File: src/rtl/axi_lite_master.sv
// -----------------------------------------------------------------------------
// axi_lite_master
//   AXI4-Lite initiator. It turns single-beat commands from on-chip control
//   logic into one AXI-Lite read or write transaction at a time, then returns
//   one response. There are no bursts and no pipelining.
//
// Ports
//   M_AXI_ACLK / M_AXI_ARESETN   clock; synchronous active-low reset
//   cmd_valid/cmd_ready          command handshake (cmd_ready = idle)
//   cmd_write, cmd_addr,         command fields: 1 = write, byte address,
//   cmd_wdata, cmd_wstrb         write data and byte strobes
//   rsp_valid/rsp_ready          response handshake
//   rsp_rdata, rsp_resp,         read data (0 for writes), RRESP/BRESP,
//   rsp_timeout                  watchdog abort flag
//   M_AXI_AW*/W*/B*/AR*/R*       AXI4-Lite master channels (no PROT signals)
//
// Optional build macro
//   AXI_MASTER_TIMEOUT_EN : adds a 16-bit watchdog. A transaction that stays
//   in WRITE or READ for TIMEOUT_CYCLES cycles is abandoned. The response then
//   carries rsp_timeout = 1 and rsp_resp = 2'b10. Without the macro, the block
//   waits indefinitely and rsp_timeout is always 0.
// -----------------------------------------------------------------------------
module axi_lite_master #(
  parameter int C_M_AXI_DATA_WIDTH = 32,
  parameter int C_M_AXI_ADDR_WIDTH = 9,
  parameter int TIMEOUT_CYCLES     = 1024
) (
  input  logic                            M_AXI_ACLK,
  input  logic                            M_AXI_ARESETN,
  input  logic                            cmd_valid,
  output logic                            cmd_ready,
  input  logic                            cmd_write,
  input  logic [C_M_AXI_ADDR_WIDTH-1:0]   cmd_addr,
  input  logic [C_M_AXI_DATA_WIDTH-1:0]   cmd_wdata,
  input  logic [C_M_AXI_DATA_WIDTH/8-1:0] cmd_wstrb,
  output logic                            rsp_valid,
  input  logic                            rsp_ready,
  output logic [C_M_AXI_DATA_WIDTH-1:0]   rsp_rdata,
  output logic [1:0]                      rsp_resp,
  output logic                            rsp_timeout,
  output logic [C_M_AXI_ADDR_WIDTH-1:0]   M_AXI_AWADDR,
  output logic                            M_AXI_AWVALID,
  input  logic                            M_AXI_AWREADY,
  output logic [C_M_AXI_DATA_WIDTH-1:0]   M_AXI_WDATA,
  output logic [C_M_AXI_DATA_WIDTH/8-1:0] M_AXI_WSTRB,
  output logic                            M_AXI_WVALID,
  input  logic                            M_AXI_WREADY,
  input  logic [1:0]                      M_AXI_BRESP,
  input  logic                            M_AXI_BVALID,
  output logic                            M_AXI_BREADY,
  output logic [C_M_AXI_ADDR_WIDTH-1:0]   M_AXI_ARADDR,
  output logic                            M_AXI_ARVALID,
  input  logic                            M_AXI_ARREADY,
  input  logic [C_M_AXI_DATA_WIDTH-1:0]   M_AXI_RDATA,
  input  logic [1:0]                      M_AXI_RRESP,
  input  logic                            M_AXI_RVALID,
  output logic                            M_AXI_RREADY
);

  localparam int DW = C_M_AXI_DATA_WIDTH;
  localparam int AW = C_M_AXI_ADDR_WIDTH;

  typedef enum logic [1:0] {S_IDLE, S_WRITE, S_READ, S_RESP} state_e;

  state_e            state_q, state_d;
  logic              cmd_ready_q, cmd_ready_d;
  logic              awvalid_q, awvalid_d;
  logic              wvalid_q, wvalid_d;
  logic              bready_q, bready_d;
  logic              arvalid_q, arvalid_d;
  logic              rready_q, rready_d;
  logic              aw_done_q, aw_done_d;
  logic              w_done_q, w_done_d;
  logic              ar_done_q, ar_done_d;
  logic              rsp_valid_q, rsp_valid_d;
  logic [AW-1:0]     addr_q, addr_d;
  logic [DW-1:0]     wdata_q, wdata_d;
  logic [DW/8-1:0]   wstrb_q, wstrb_d;
  logic [DW-1:0]     rsp_rdata_q, rsp_rdata_d;
  logic [1:0]        rsp_resp_q, rsp_resp_d;

  logic aw_hs, w_hs, b_hs, ar_hs, r_hs;

  assign aw_hs = awvalid_q & M_AXI_AWREADY;
  assign w_hs  = wvalid_q & M_AXI_WREADY;
  assign ar_hs = arvalid_q & M_AXI_ARREADY;
  // A BVALID that arrives before both AW and W have completed is ignored.
  // Likewise, an RVALID that arrives before AR has completed is ignored.
  assign b_hs  = bready_q & M_AXI_BVALID & (aw_done_q | aw_hs) & (w_done_q | w_hs);
  assign r_hs  = rready_q & M_AXI_RVALID & (ar_done_q | ar_hs);

`ifdef AXI_MASTER_TIMEOUT_EN
  localparam logic [15:0] WdogLast = 16'(TIMEOUT_CYCLES - 1);
  logic [15:0] wdog_q, wdog_d;
  logic        rsp_timeout_q, rsp_timeout_d;
  assign rsp_timeout = rsp_timeout_q;
`else
  // The watchdog limit has no effect when the watchdog is not built.
  logic [31:0] unused_timeout_cycles;
  assign unused_timeout_cycles = 32'(TIMEOUT_CYCLES);
  assign rsp_timeout = 1'b0;
`endif

  always_comb begin
    // NOTE: each _d defaults to its _q first. This means no branch leaves a
    // variable unassigned, so no latch can be inferred.
    state_d     = state_q;
    cmd_ready_d = cmd_ready_q;
    awvalid_d   = awvalid_q;
    wvalid_d    = wvalid_q;
    bready_d    = bready_q;
    arvalid_d   = arvalid_q;
    rready_d    = rready_q;
    aw_done_d   = aw_done_q;
    w_done_d    = w_done_q;
    ar_done_d   = ar_done_q;
    rsp_valid_d = rsp_valid_q;
    addr_d      = addr_q;
    wdata_d     = wdata_q;
    wstrb_d     = wstrb_q;
    rsp_rdata_d = rsp_rdata_q;
    rsp_resp_d  = rsp_resp_q;
`ifdef AXI_MASTER_TIMEOUT_EN
    wdog_d        = wdog_q;
    rsp_timeout_d = rsp_timeout_q;
`endif

    case (state_q)
      S_IDLE: begin
        if (cmd_valid && cmd_ready_q) begin
          cmd_ready_d = 1'b0;
          addr_d      = cmd_addr;
          wdata_d     = cmd_wdata;
          wstrb_d     = cmd_wstrb;
          aw_done_d   = 1'b0;
          w_done_d    = 1'b0;
          ar_done_d   = 1'b0;
`ifdef AXI_MASTER_TIMEOUT_EN
          wdog_d        = '0;
          rsp_timeout_d = 1'b0;
`endif
          if (cmd_write) begin
            state_d   = S_WRITE;
            awvalid_d = 1'b1;
            wvalid_d  = 1'b1;
            bready_d  = 1'b1;
          end else begin
            state_d   = S_READ;
            arvalid_d = 1'b1;
            rready_d  = 1'b1;
          end
        end
      end
      S_WRITE: begin
        if (aw_hs) begin
          awvalid_d = 1'b0;
          aw_done_d = 1'b1;
        end
        if (w_hs) begin
          wvalid_d = 1'b0;
          w_done_d = 1'b1;
        end
        // B can only be accepted at or after the AW and W handshakes.
        // It is therefore always the last of the three.
        if (b_hs) begin
          bready_d    = 1'b0;
          rsp_resp_d  = M_AXI_BRESP;
          rsp_rdata_d = '0;
          rsp_valid_d = 1'b1;
          state_d     = S_RESP;
        end
      end
      S_READ: begin
        if (ar_hs) begin
          arvalid_d = 1'b0;
          ar_done_d = 1'b1;
        end
        if (r_hs) begin
          rready_d    = 1'b0;
          rsp_rdata_d = M_AXI_RDATA;
          rsp_resp_d  = M_AXI_RRESP;
          rsp_valid_d = 1'b1;
          state_d     = S_RESP;
        end
      end
      S_RESP: begin
        if (rsp_ready) begin
          rsp_valid_d = 1'b0;
          cmd_ready_d = 1'b1;
          state_d     = S_IDLE;
        end
      end
      default: state_d = S_IDLE;
    endcase

`ifdef AXI_MASTER_TIMEOUT_EN
    // The watchdog expiring takes priority over a handshake in the same cycle.
    // It withdraws every channel, so later slave activity has nothing to meet.
    if (state_q == S_WRITE || state_q == S_READ) begin
      wdog_d = wdog_q + 16'd1;
      if (wdog_q == WdogLast) begin
        awvalid_d     = 1'b0;
        wvalid_d      = 1'b0;
        bready_d      = 1'b0;
        arvalid_d     = 1'b0;
        rready_d      = 1'b0;
        rsp_valid_d   = 1'b1;
        rsp_resp_d    = 2'b10;
        rsp_rdata_d   = '0;
        rsp_timeout_d = 1'b1;
        state_d       = S_RESP;
      end
    end
`endif
  end

  // NOTE: sequential state uses non-blocking assignments. As a result, every
  // register samples the values from before the edge.
  always_ff @(posedge M_AXI_ACLK) begin
    if (!M_AXI_ARESETN) begin
      state_q     <= S_IDLE;
      cmd_ready_q <= 1'b1;
      awvalid_q   <= 1'b0;
      wvalid_q    <= 1'b0;
      bready_q    <= 1'b0;
      arvalid_q   <= 1'b0;
      rready_q    <= 1'b0;
      aw_done_q   <= 1'b0;
      w_done_q    <= 1'b0;
      ar_done_q   <= 1'b0;
      rsp_valid_q <= 1'b0;
      addr_q      <= '0;
      wdata_q     <= '0;
      wstrb_q     <= '0;
      rsp_rdata_q <= '0;
      rsp_resp_q  <= '0;
`ifdef AXI_MASTER_TIMEOUT_EN
      wdog_q        <= '0;
      rsp_timeout_q <= 1'b0;
`endif
    end else begin
      state_q     <= state_d;
      cmd_ready_q <= cmd_ready_d;
      awvalid_q   <= awvalid_d;
      wvalid_q    <= wvalid_d;
      bready_q    <= bready_d;
      arvalid_q   <= arvalid_d;
      rready_q    <= rready_d;
      aw_done_q   <= aw_done_d;
      w_done_q    <= w_done_d;
      ar_done_q   <= ar_done_d;
      rsp_valid_q <= rsp_valid_d;
      addr_q      <= addr_d;
      wdata_q     <= wdata_d;
      wstrb_q     <= wstrb_d;
      rsp_rdata_q <= rsp_rdata_d;
      rsp_resp_q  <= rsp_resp_d;
`ifdef AXI_MASTER_TIMEOUT_EN
      wdog_q        <= wdog_d;
      rsp_timeout_q <= rsp_timeout_d;
`endif
    end
  end

  assign cmd_ready     = cmd_ready_q;
  assign rsp_valid     = rsp_valid_q;
  assign rsp_rdata     = rsp_rdata_q;
  assign rsp_resp      = rsp_resp_q;
  assign M_AXI_AWADDR  = addr_q;
  assign M_AXI_ARADDR  = addr_q;
  assign M_AXI_AWVALID = awvalid_q;
  assign M_AXI_WDATA   = wdata_q;
  assign M_AXI_WSTRB   = wstrb_q;
  assign M_AXI_WVALID  = wvalid_q;
  assign M_AXI_BREADY  = bready_q;
  assign M_AXI_ARVALID = arvalid_q;
  assign M_AXI_RREADY  = rready_q;

endmodule

File: config.mk
export PLATFORM = sky130hd
export DESIGN_NAME = axi_lite_master
export DESIGN_NICKNAME = d
export VERILOG_FILES = /design/src/rtl/axi_lite_master.sv
export SDC_FILE = /design/constraint.sdc
export NUM_CORES = 1
export LEC_CHECK = 0
export ABC_AREA = 0
export CAP_MARGIN = 15
export CORE_MARGIN = 1.5
export CORE_UTILIZATION = 36
export CTS_CLUSTER_DIAMETER = 150
export DETAILED_ROUTE_END_ITERATION = 8
export GPL_ROUTABILITY_DRIVEN = 1
export GPL_TIMING_DRIVEN = 0
export PLACE_DENSITY = 0.87
export SYNTH_ARGS = -nofsm -noshare
export SYNTH_HDL_FRONTEND = slang
export SYNTH_SLANG_ARGS = --single-unit
File: constraint.sdc
create_clock -name M_AXI_ACLK -period 1.6 [get_ports M_AXI_ACLK]
set_input_delay 0.24 -clock M_AXI_ACLK [delete_from_list [all_inputs] [get_ports M_AXI_ACLK]]
set_output_delay 0.24 -clock M_AXI_ACLK [all_outputs]
set_load 0.01 [all_outputs]
==> impl_metrics.xml <==
<?xml version="1.0" encoding="UTF-8"?>
<metrics>
  <group name="layout">
    <metric name="area_of_the_multi_input_gates" unit="sq um">1640</metric>
    <metric name="diodes" unit="">0</metric>
    <metric name="layoutNonFillerInstCount" unit="">777</metric>
    <metric name="final_core_utilization" unit="">0.638</metric>
    <metric name="register_area" unit="sq um">1840</metric>
    <metric name="final_layout_size_suffix_gt1_frac" unit="">0.166</metric>
    <metric name="area_growth" unit="%">72.8</metric>
    <metric name="nFillCells" unit="">820</metric>
    <metric name="finish.net_count" unit="">734</metric>
  </group>
  <group name="detailed_routing">
    <metric name="met3WireLength" unit="microns">847</metric>
    <metric name="drtPass1Iterations" unit="">4</metric>
    <metric name="vias" unit="">3949</metric>
    <metric name="top_layer_used" unit="">met4</metric>
    <metric name="drt_iter0_markers" unit="">137</metric>
    <metric name="drt-total-wl" unit="microns">12300</metric>
    <metric name="antenna_violating_nets_left" unit="">0</metric>
    <metric name="route.detailed.drc" unit="">0</metric>
    <metric name="met1_length" unit="microns">4830</metric>
    <metric name="met2_length" unit="microns">6300</metric>
    <metric name="route.detailed.wl_per_inst" unit="microns">15.8</metric>
    <metric name="post_drt_via_cell_ratio" unit="">5.08</metric>
  </group>
  <group name="die">
    <metric name="die_x" unit="microns">103</metric>
    <metric name="die_outline_area" unit="sq um">10600</metric>
    <metric name="die_y" unit="microns">103</metric>
    <metric name="initial_utilization" unit="">0.369</metric>
    <metric name="std_cell_rows" unit="">36</metric>
    <metric name="fp.coreArea" unit="sq um">9730</metric>
    <metric name="floorplan.io_pins" unit="">187</metric>
  </group>
  <group name="clocking">
    <metric name="tritoncts.num_buffers" unit="">9</metric>
    <metric name="clock_sinks" unit="">91</metric>
    <metric name="number_of_buffers_inserted_by_hold_repair_at_cts" unit="">0</metric>
    <metric name="clk-insertion-delay-late" unit="ns">0.35</metric>
    <metric name="h-tree-depth" unit="">3</metric>
    <metric name="cts_root_buffer" unit="">sky130_fd_sc_hd__clkbuf_8</metric>
    <metric name="cts_tree" unit="">yes</metric>
    <metric name="cts.reportedPaths.clkPinSlew" unit="ns">0.10</metric>
    <metric name="ctsLongestPathBuffers" unit="">2</metric>
  </group>
  <group name="worst_setup_path">
    <metric name="critPathRequiredTime" unit="ns">1.84</metric>
    <metric name="crit_path_start_kind" unit="">flip-flop</metric>
    <metric name="worstReg2RegStart" unit="">state_q[0]</metric>
    <metric name="critical-path-max-stage-delay" unit="ns">0.38</metric>
    <metric name="crit_path_end_kind" unit="">flip-flop</metric>
    <metric name="cpMaxStageDelayCell" unit="">sky130_fd_sc_hd__dfxtp_4</metric>
    <metric name="setup_slack_of_the_most_critical_reg_to_reg_path" unit="ns">-0.1</metric>
    <metric name="worstReg2RegEnd" unit="">rsp_rdata[22]</metric>
    <metric name="data_arrival_time_of_the_worst_path" unit="ns">1.94</metric>
    <metric name="cp_cell_sequence" unit="">buf_6 -&gt; ha_4 -&gt; nand3_2 -&gt; o32a_4 -&gt; o21a_1 -&gt; buf_6 -&gt; a32o_1</metric>
    <metric name="worst-setup-path-type" unit="">flip-flop to flip-flop</metric>
    <metric name="crit_path_frequent_cell" unit="">sky130_fd_sc_hd__buf_6</metric>
    <metric name="path_max_fanout" unit="">5</metric>
    <metric name="worst_reg_to_reg_path_cell_count" unit="">7</metric>
  </group>
  <group name="power_and_ir_drop">
    <metric name="cellLeakagePower" unit="uW">0.00239</metric>
    <metric name="powerDensity" unit="nW/um^2">1310</metric>
    <metric name="share_comb_of_total_power" unit="">0.457</metric>
    <metric name="p_sw" unit="uW">2890</metric>
    <metric name="total_power" unit="uW">8110</metric>
    <metric name="p_int" unit="uW">5220</metric>
    <metric name="vdd_ir_drop_max" unit="V">0.000657</metric>
    <metric name="swShare" unit="">0.356</metric>
    <metric name="power.sequential.fraction" unit="">0.348</metric>
    <metric name="share_clk_of_total_power" unit="">0.194</metric>
  </group>
  <group name="yosys">
    <metric name="synth_top_flop_cell" unit="">sky130_fd_sc_hd__dfxtp_1</metric>
    <metric name="ys_warn_count" unit="">0</metric>
    <metric name="yosysUniqueCellTypes" unit="">41</metric>
    <metric name="ys_ff_latch" unit="">91</metric>
    <metric name="yosys.area.top_type" unit="">sky130_fd_sc_hd__dfxtp_1</metric>
    <metric name="synth_cells" unit="">425</metric>
    <metric name="yosysTopAreaCellShare" unit="">0.507</metric>
    <metric name="synth_area" unit="sq um">3590</metric>
    <metric name="yosys-top-cells-count" unit="">sky130_fd_sc_hd__nand2_1 (94), sky130_fd_sc_hd__dfxtp_1 (91), sky130_fd_sc_hd__a21oi_1 (76)</metric>
    <metric name="synth.most_common_cell" unit="">sky130_fd_sc_hd__nand2_1</metric>
    <metric name="synthesis.nets" unit="">520</metric>
    <metric name="synth-seq-area-share" unit="">0.507</metric>
    <metric name="netlist_top_cells_area" unit="">sky130_fd_sc_hd__dfxtp_1 (51%), sky130_fd_sc_hd__a21oi_1 (11%), sky130_fd_sc_hd__nand2_1 (9.8%), sky130_fd_sc_hd__o21ai_0 (3.8%), sky130_fd_sc_hd__nand3_1 (3.5%)</metric>
    <metric name="count_of_flip_flops_with_a_built_in_enable_after_synthesis" unit="">0</metric>
    <metric name="syn_avg_cell_area" unit="sq um">8.45</metric>
    <metric name="synth_async_sr_flop_share" unit="">0</metric>
  </group>
  <group name="outcome">
    <metric name="outcome" unit="">complete, but fails checks</metric>
    <metric name="violated_checks" unit="">negative setup slack</metric>
  </group>
  <group name="sta">
    <metric name="drv_slew" unit="">0</metric>
    <metric name="postLayoutSetupSlackWorst" unit="ns">-0.0989</metric>
    <metric name="layout_worst_path_cycle_share" unit="">1.06</metric>
    <metric name="setup_total_negative_slack" unit="ns">-1.04</metric>
    <metric name="fmax" unit="MHz">589</metric>
    <metric name="rsz0062_at_grt" unit="">yes</metric>
    <metric name="holdWs" unit="ns">0.431</metric>
    <metric name="max-slew-margin-rel" unit="">0.658</metric>
    <metric name="finalSetupViolCount" unit="">18</metric>
    <metric name="min_period" unit="ns">1.70</metric>
    <metric name="clock_skew" unit="ns">0.0133</metric>
    <metric name="tightestPinTransition" unit="ns">0.513</metric>
    <metric name="report.final.hold_viol_count" unit="">0</metric>
  </group>
  <group name="global_routing">
    <metric name="via_count_of_the_first_global_routing_pass" unit="">3901</metric>
    <metric name="track_usage" unit="">0.218</metric>
    <metric name="maximum_number_of_pins_on_one_net_before_global_route_repair" unit="">15</metric>
    <metric name="grt_first_pass_wirelength" unit="microns">18200</metric>
    <metric name="initial_antenna_violation_count" unit="">0</metric>
    <metric name="globalRouteOverflowTotal" unit="">0</metric>
  </group>
  <group name="placed_design">
    <metric name="gp_routability_congestion" unit="">0.831</metric>
    <metric name="detailedPlacementHpwl" unit="microns">8920</metric>
    <metric name="number_of_placed_cells_counting_well_taps" unit="">743</metric>
    <metric name="port_buffers" unit="">185</metric>
  </group>
  <group name="worst_hold_path">
    <metric name="whs_path_depth" unit="">3</metric>
    <metric name="min_delay_worst_endpoint" unit="">M_AXI_WDATA[27]</metric>
    <metric name="hp-start" unit="">cmd_wdata[27]</metric>
    <metric name="min-delay-path-class" unit="">input port to flip-flop</metric>
  </group>
  <group name="run">
    <metric name="max_cap_violations" unit="">0</metric>
  </group>
</metrics>
-- power groups by stage --
stage          combinational [uW]  sequential [uW]  clock (uW)
2_1_floorplan                1540             2930           0
3_3_place_gp                 2840             2810           0
3_5_place_dp                 2950             2840           0
4_1_cts                      3440             2800        1600
5_1_grt                      3990             2870        1700
6_report                     3710             2830        1580
-- cell families after synthesis --
group,synth area share
multiplexers,0.0119
other,0.00104
adder cells (fa/ha/maj),0.0139
AO/OA/AOI/OAI,0.237
buffers and inverters,0.0676
flip-flops,0.507
AND/OR/NAND/NOR,0.161
-- flip-flops by register name, indices dropped and copies added (netlist names), 2 cells and up --
name          count
M_AXI_WDATA      32
rsp_rdata        32
M_AXI_ARADDR      9
M_AXI_WSTRB       4
rsp_resp          2
state_q           2
-- placed cells by master (no fill, tap or decap), types with 2 or more instances in the layout --
master and instances:
sky130_fd_sc_hd__inv_2 2, sky130_fd_sc_hd__nor2_1 4, sky130_fd_sc_hd__o21ai_2 2, sky130_fd_sc_hd__o21a_1 6, sky130_fd_sc_hd__o21ai_1 12, sky130_fd_sc_hd__buf_4 29
sky130_fd_sc_hd__a21oi_2 2, sky130_fd_sc_hd__dfxtp_1 79, sky130_fd_sc_hd__clkinvlp_4 3, sky130_fd_sc_hd__a21oi_1 75, sky130_fd_sc_hd__a41o_1 2, sky130_fd_sc_hd__clkbuf_8 12
sky130_fd_sc_hd__ha_4 2, sky130_fd_sc_hd__a32o_1 10, sky130_fd_sc_hd__a21boi_1 2, sky130_fd_sc_hd__clkbuf_4 2, sky130_fd_sc_hd__clkbuf_2 6, sky130_fd_sc_hd__nand3_2 2
sky130_fd_sc_hd__nand2_1 94, sky130_fd_sc_hd__dfxtp_4 3, sky130_fd_sc_hd__mux2_2 2, sky130_fd_sc_hd__o31a_1 2, sky130_fd_sc_hd__nand3_1 23, sky130_fd_sc_hd__buf_2 2
sky130_fd_sc_hd__o21ai_0 14, sky130_fd_sc_hd__and3_1 3, sky130_fd_sc_hd__dlymetal6s2s_1 10, sky130_fd_sc_hd__mux2i_1 2, sky130_fd_sc_hd__buf_6 9, sky130_fd_sc_hd__dfxtp_2 9
sky130_fd_sc_hd__clkdlybuf4s50_1 175, sky130_fd_sc_hd__clkbuf_1 10, sky130_fd_sc_hd__inv_1 3
-- layer usage --
| layer | GRT usage | vias to the layer above |
|---|---|---|
| li1 | - | 1891 |
| met1 | 0.251 | 1883 |
| met2 | 0.388 | 143 |
| met3 | 0.0529 | 32 |
| met4 | 0.0904 | 0 |
| met5 | 0 | - |
-- worst max-delay path by stage --
stage / cells past startpoint / slack, ns / startpoint / to
floorplan: 8 / 0.002 / state_q[1] / M_AXI_BREADY
global placement: 7 / -0.47 / M_AXI_AWREADY / rsp_rdata[16]
detailed placement: 7 / -0.52 / M_AXI_AWREADY / rsp_rdata[14]
CTS: 8 / -0.08 / state_q[0] / rsp_rdata[22]
global route: 7 / -0.14 / state_q[0] / rsp_rdata[25]
finish: 7 / -0.1 / state_q[0] / rsp_rdata[22]
-- per-stage QoR --
stage | setup WS, ns | area (sq um)
after CTS | -0.0817 | 6090
after global placement | -0.466 | 5620
final | -0.0989 | 6200
after detailed placement | -0.519 | 5620
after floorplan | 0.00229 | 3600
after global routing | -0.141 | 6200
-- cell type report --
cell class	instances	area share
plain buffers	40	0.0464
clock buffers	12	0.0234
clock inverters	4	0.00807
inverters	7	0.00524
multi-input cells	286	0.264
flip-flops and latches	91	0.297
well taps	133	0.0268
repair buffers	204	0.329
-- repair_timing --
item,CTS,global route
buffers inserted,12,3
pin swaps,4,5
gates resized for setup,62,46
endpoints found under the setup margin,93,93
gates cloned,2,3
-- critical path: cells and delay by family (launching register included) --
kind | cells | cell delay [ns]
fa+ha+maj | 1 | 0.14
buf+inv | 2 | 0.24
compound gates | 3 | 0.78
simple gates | 1 | 0.06
flops | 1 | 0.38
(Power assumes the default switching activity.)
